==> config.mk <==
export PLATFORM = sky130hd
export DESIGN_NAME = seg7_capture
export DESIGN_NICKNAME = d
export VERILOG_FILES = /design/src/rtl/seg7_capture.sv
export SDC_FILE = /design/constraint.sdc
export NUM_CORES = 1
export LEC_CHECK = 0
export CORE_ASPECT_RATIO = 0.75
export CORE_UTILIZATION = 50
export DETAILED_ROUTE_END_ITERATION = 10
export PLACE_DENSITY_LB_ADDON = 0.25
export SYNTH_ARGS = -nofsm -noshare
export SYNTH_HDL_FRONTEND = slang
export SYNTH_SLANG_ARGS = --single-unit
==> constraint.sdc <==
create_clock -name clk -period 2.44 [get_ports clk]
set_clock_uncertainty 0.2 [all_clocks]
set_input_delay 0.244 -clock clk [delete_from_list [all_inputs] [get_ports clk]]
set_output_delay 0.244 -clock clk [all_outputs]
set_load 0.005 [all_outputs]
==> src/rtl/seg7_capture.sv <==
// Captures a multiplexed 4-digit seven-segment bus into hex nibbles once each pattern is stable.
// Optional: define SEG7_CAPTURE_ERR_CNT_EN to add the saturating err_cnt output.
module seg7_capture #(
  parameter int unsigned STABLE_CYCLES = 4
) (
  input  logic        clk,
  input  logic        rst,
  input  logic [6:0]  seg,
  input  logic [3:0]  an,
  output logic [15:0] value,
  output logic [3:0]  valid,
  output logic [3:0]  blank,
  output logic        upd,
  output logic        err,
  output logic        frame
`ifdef SEG7_CAPTURE_ERR_CNT_EN
  ,
  output logic [7:0]  err_cnt
`endif
);

  localparam logic [7:0] LP_STABLE = 8'(STABLE_CYCLES);

  logic [10:0] r_samp;
  logic [7:0]  r_cnt;
  logic [15:0] r_value;
  logic [3:0]  r_valid;
  logic [3:0]  r_blank;
  logic [3:0]  r_seen;
  logic        r_upd;
  logic        r_err;
  logic        r_frame;

  logic        w_onehot;
  logic        w_stable;
  logic        w_capture;
  logic        w_known;
  logic        w_blankpat;
  logic [3:0]  w_nib;
  logic [1:0]  w_dig;
  logic [3:0]  w_seen_nxt;

  always_comb begin
    w_known = 1'b1;
    w_nib   = '0;
    case (seg)
      7'h3F: w_nib = 4'h0;
      7'h06: w_nib = 4'h1;
      7'h5B: w_nib = 4'h2;
      7'h4F: w_nib = 4'h3;
      7'h66: w_nib = 4'h4;
      7'h6D: w_nib = 4'h5;
      7'h7D: w_nib = 4'h6;
      7'h07: w_nib = 4'h7;
      7'h7F: w_nib = 4'h8;
      7'h6F: w_nib = 4'h9;
      7'h77: w_nib = 4'hA;
      7'h7C: w_nib = 4'hB;
      7'h39: w_nib = 4'hC;
      7'h5E: w_nib = 4'hD;
      7'h79: w_nib = 4'hE;
      7'h71: w_nib = 4'hF;
      default: w_known = 1'b0;
    endcase
  end

  always_comb begin
    w_dig = 2'd0;
    case (an)
      4'b0010: w_dig = 2'd1;
      4'b0100: w_dig = 2'd2;
      4'b1000: w_dig = 2'd3;
      default: w_dig = 2'd0;
    endcase
  end

  assign w_blankpat = (seg == 7'h00);
  assign w_onehot   = (an != 4'b0000) && ((an & (an - 4'd1)) == 4'b0000);
  assign w_stable   = w_onehot && ({an, seg} == r_samp);
  // Capture fires only on the step into saturation, so a held pattern is taken once.
  assign w_capture  = w_stable && (r_cnt == LP_STABLE - 8'd1);
  assign w_seen_nxt = r_seen | an;

  always_ff @(posedge clk) begin
    if (rst) begin
      r_samp  <= '0;
      r_cnt   <= '0;
      r_value <= '0;
      r_valid <= '0;
      r_blank <= '0;
      r_seen  <= '0;
      r_upd   <= 1'b0;
      r_err   <= 1'b0;
      r_frame <= 1'b0;
    end else begin
      r_samp  <= {an, seg};
      r_upd   <= 1'b0;
      r_err   <= 1'b0;
      r_frame <= 1'b0;
      if (!w_stable)
        r_cnt <= '0;
      else if (r_cnt != LP_STABLE)
        r_cnt <= r_cnt + 8'd1;
      if (w_capture) begin
        if (w_known || w_blankpat) begin
          r_value[{w_dig, 2'b00} +: 4] <= w_nib;
          r_valid[w_dig]               <= w_known;
          r_blank[w_dig]               <= ~w_known;
          r_upd                        <= 1'b1;
          if (w_seen_nxt == 4'hF) begin
            r_frame <= 1'b1;
            r_seen  <= '0;
          end else begin
            r_seen  <= w_seen_nxt;
          end
        end else begin
          r_err <= 1'b1;
        end
      end
    end
  end

  assign value = r_value;
  assign valid = r_valid;
  assign blank = r_blank;
  assign upd   = r_upd;
  assign err   = r_err;
  assign frame = r_frame;

`ifdef SEG7_CAPTURE_ERR_CNT_EN
  logic [7:0] r_err_cnt;

  always_ff @(posedge clk) begin
    if (rst)
      r_err_cnt <= '0;
    else if (w_capture && !w_known && !w_blankpat && (r_err_cnt != 8'hFF))
      r_err_cnt <= r_err_cnt + 8'd1;
  end

  assign err_cnt = r_err_cnt;
`endif

endmodule

==> flow_metrics.tcl <==
set metrics [dict create \
    finish.net_count 385 \
    core_area_um2 4982 \
    clock_net_sink_count 50 \
    die-area_um2 5567 \
    worstPathRequired_ns 2.46 \
    hold_path_class "in2reg" \
    dieWidth_um 85.83 \
    postCtsSetupBuffers 0 \
    grt_antenna_before_repair 0 \
    power_w 0.001626 \
    place_congestion 0.8836 \
    power.ir.vdd_worst_mv 0.2917 \
    drcViolationCount 0 \
    drt-pass1-iter-count 4 \
    hpwlAfterDp_um 4578 \
    area_added_between_synthesis_and_finish_pct 35.75 \
    pwr_density_cell_nw_per_um2 454.7 \
    share_of_synthesized_area_occupied_by_flip_flops_and_latches 0.3799 \
    synth_cells 287 \
    mappedNetlistNets 306 \
    avgSynthCellArea_um2 9.181 \
    startpoint "r_samp[10]" \
    setup-tns-final_ns 0 \
    cts_buffer_depth 2 \
    p_leak_nw 1.482 \
    crit_path_max_fanout 6 \
    rr_startpoint "r_samp[10]" \
    period_needed_ns 2.342 \
    first_pass_grt_wire_length_um 10300 \
    route.vias.total 2285 \
    worstSetupStartpointType "flop" \
    cp_slowest_cell "sky130_fd_sc_hd__or4_4" \
    timing_worst_slew_pin_value_ns 0.4193 \
    min-delay-start "an[3]" \
    netlist_top_cells_area "sky130_fd_sc_hd__dfxtp_1 38%, sky130_fd_sc_hd__mux2i_1 9.5%, sky130_fd_sc_hd__nand2_1 6.0%" \
    worst-endpoint-arrival_ns 2.36 \
    ys_dominant_reg_cell "sky130_fd_sc_hd__dfxtp_1" \
    grt_start_max_net_pins 21 \
    pwr-share-seq 0.510 \
    htree_num_levels 2 \
    clockPowerShare 0.365 \
    grt_pass1_vias 2218 \
    cts_hold_buf 0 \
    yosys_warnings 0 \
    utilization 0.7180 \
    clock_insertion_delay_worst_skew_ns 0.30 \
    min_path_cells 2 \
    maxSlewHeadroom 0.7192 \
    cts_tree "built" \
    drt_iter0_drc 84 \
    detail_route.wirelength_um 6153 \
    antennaDiodeCount 0 \
    ys_ff_latch 50 \
    drv_cap 0 \
    syn-cell-area_um2 2635 \
    power.share.switching 0.2307 \
    globalRouteTotalUtil 0.2361 \
    report.final.hold_viol_count 0 \
    path_cells "or4_4 -> a2111oi_4 -> buf_4 -> o2111ai_4 -> mux2i_1" \
    slowest_delay_ns 0.56 \
    start_util 0.5289 \
    path_class "reg2reg" \
    globalRouteOverflowTotal 0 \
    die_h_um 64.87 \
    maxSlewViolCount 0 \
    drt.antenna.violating_nets 0 \
    combinational_power_share 0.125 \
    wl_per_cell_um 14.05 \
    status "completed" \
    synth_largest_type_area_fraction 0.3799 \
    final_clock_period_utilization_by_the_worst_path 0.9600 \
    p_int_w 0.001251 \
    switching_power_w 0.0003752 \
    num_rows 22 \
    worst_setup_path_end_kind "flop" \
    tritoncts_buffer_count 5 \
    layout-drive-gt1-share 0.2131 \
    detail_route.vias_per_cell 5.217 \
    top_level_ports 40 \
    count_of_flip_flops_with_a_built_in_enable_after_synthesis 0 \
    clock.fmax_mhz 426.9 \
    clk_pin_slew_worst_paths_ns 0.09 \
    synthDominantAreaCellType "sky130_fd_sc_hd__dfxtp_1" \
    rr_worst_depth 5 \
    unrepaired_setup_endpoints_after_global_routing "false" \
    asyncSetResetFlopFracSynth 0 \
    cts_root_buffer "sky130_fd_sc_hd__clkbuf_8" \
    synth.distinct_cells 54 \
    setup_violations 0 \
    numPortBuffers 39 \
]
-- metrics by stage --
stage	cell area (µm²)	hold WS, ns	instances	setup WS, ns
after floorplan	2635	0.1722	287	0.2145
after global placement	3426	0.2476	431	-0.2975
after detailed placement	3426	0.2473	431	-0.3592
after CTS	3542	0.2649	438	0.01725
after global routing	3577	0.09988	438	0.007450
final	3577	0.1035	438	0.09762
-- flip-flops by register name, summed over array words and instances (netlist names) --
register	flops
valid	4
r_seen	4
err	1
value	16
frame	1
upd	1
r_cnt	8
blank	4
r_samp	11
-- per-layer routing --
metal  GRT usage  vias up  routed length [µm]
met5           0        -                   0
met2      0.3720       72                2611
li1            -     1161                   -
met4     0.08542        0                  93
met3     0.04713       10                 358
met1      0.3208     1042                3090
-- worst paths after layout --
path	slack (ns)	end
setup / recovery	0.1	value[4]
hold / removal	0.10	r_samp[10]
setup reg to reg	0.1	value[4]
hold reg to reg	0.26	value[15]
-- synthesized netlist by cell type (3+ instances only) --
cell	instances
sky130_fd_sc_hd__nor4_1	4
sky130_fd_sc_hd__o2111ai_1	5
sky130_fd_sc_hd__o211ai_1	3
sky130_fd_sc_hd__mux2i_1	25
sky130_fd_sc_hd__inv_1	11
sky130_fd_sc_hd__dfxtp_1	50
sky130_fd_sc_hd__xor2_1	8
sky130_fd_sc_hd__or4_4	3
sky130_fd_sc_hd__o21ai_0	5
sky130_fd_sc_hd__nor2b_1	9
sky130_fd_sc_hd__nand3_1	11
sky130_fd_sc_hd__nor3_1	3
sky130_fd_sc_hd__nor2_1	20
sky130_fd_sc_hd__a211oi_1	4
sky130_fd_sc_hd__ha_1	6
sky130_fd_sc_hd__nand2_1	42
sky130_fd_sc_hd__clkbuf_1	4
sky130_fd_sc_hd__o2111a_1	3
sky130_fd_sc_hd__o22ai_1	5
sky130_fd_sc_hd__buf_2	12
sky130_fd_sc_hd__buf_6	3
sky130_fd_sc_hd__xnor2_1	12
-- cells in the final DEF, fill, tap and decap left out, drive strengths merged, types with 2 or more instances in the layout --
cell type      synthesis  routed
buf                   17      54
o2111a                 3       3
nand3b                 2       2
nor4bb                 2       2
nand3                 11      11
o32a                   2       2
xor2                   8       8
o21ai                  5       5
xnor2                 12      12
o22ai                  5       5
ha                     6       6
nand4                  2       2
nor2b                  9       9
and3b                  2       2
dlymetal6s2s           0       5
a211oi                 4       4
or4                    4       4
and3                   2       2
o211ai                 3       3
nor2                  20      20
or3b                   2       2
o2111ai                7       7
nand2                 43      43
mux2i                 25      25
nor3                   3       3
clkbuf                 4       6
inv                   12      12
dfxtp                 50      50
nor4b                  2       2
dlygate4sd2            0       6
clkdlybuf4s50          0      28
nor4                   4       4
-- power by group through the flow --
| stage | clock (W) | combinational, W | sequential [W] |
|---|---|---|---|
| floorplan | 0 | 0.000111 | 0.000848 |
| global placement | 0 | 0.000198 | 0.000848 |
| global route | 0.000633 | 0.000221 | 0.000830 |
| detailed placement | 0 | 0.000202 | 0.000849 |
| CTS | 0.000603 | 0.000201 | 0.000829 |
| finish | 0.000594 | 0.000203 | 0.000829 |
-- layout make-up --
class	count	area [µm²]
repair buffers	93	833.3
flip-flops and latches	50	1001
inverters	12	45.04
well taps	72	90.09
clock buffers	6	82.58
fillers	396	1405
clock inverters	1	30.03
multi-input cells	204	1495
-- logic make-up (layout without fill, tap and decap cells) --
kind of cell | after synthesis | count (layout) | share of synthesized area
and+or+nand+nor | 113 | 113 | 0.2289
DFF | 50 | 50 | 0.3799
AOI/OAI and AO/OA | 40 | 40 | 0.1387
buffers and inverters | 33 | 112 | 0.06267
muxes | 25 | 25 | 0.09497
xor gates and xnor gates | 20 | 20 | 0.06648
adders and majority gates | 6 | 6 | 0.02849
-- critical path, delay by kind of cell, from the launching register on --
kind,cells,cell delay [ns]
buffers and inverters,1,0.22
AOI/OAI and AO/OA,2,0.69
muxes,1,0.25
and+or+nand+nor,1,0.56
DFF,1,0.34
-- timing repair --
item,CTS,global route
endpoints found under the setup margin,21,24
endpoints found under the hold margin,0,0
gates resized for setup,8,11
pin swaps,2,5
(Power assumes the default switching activity.)
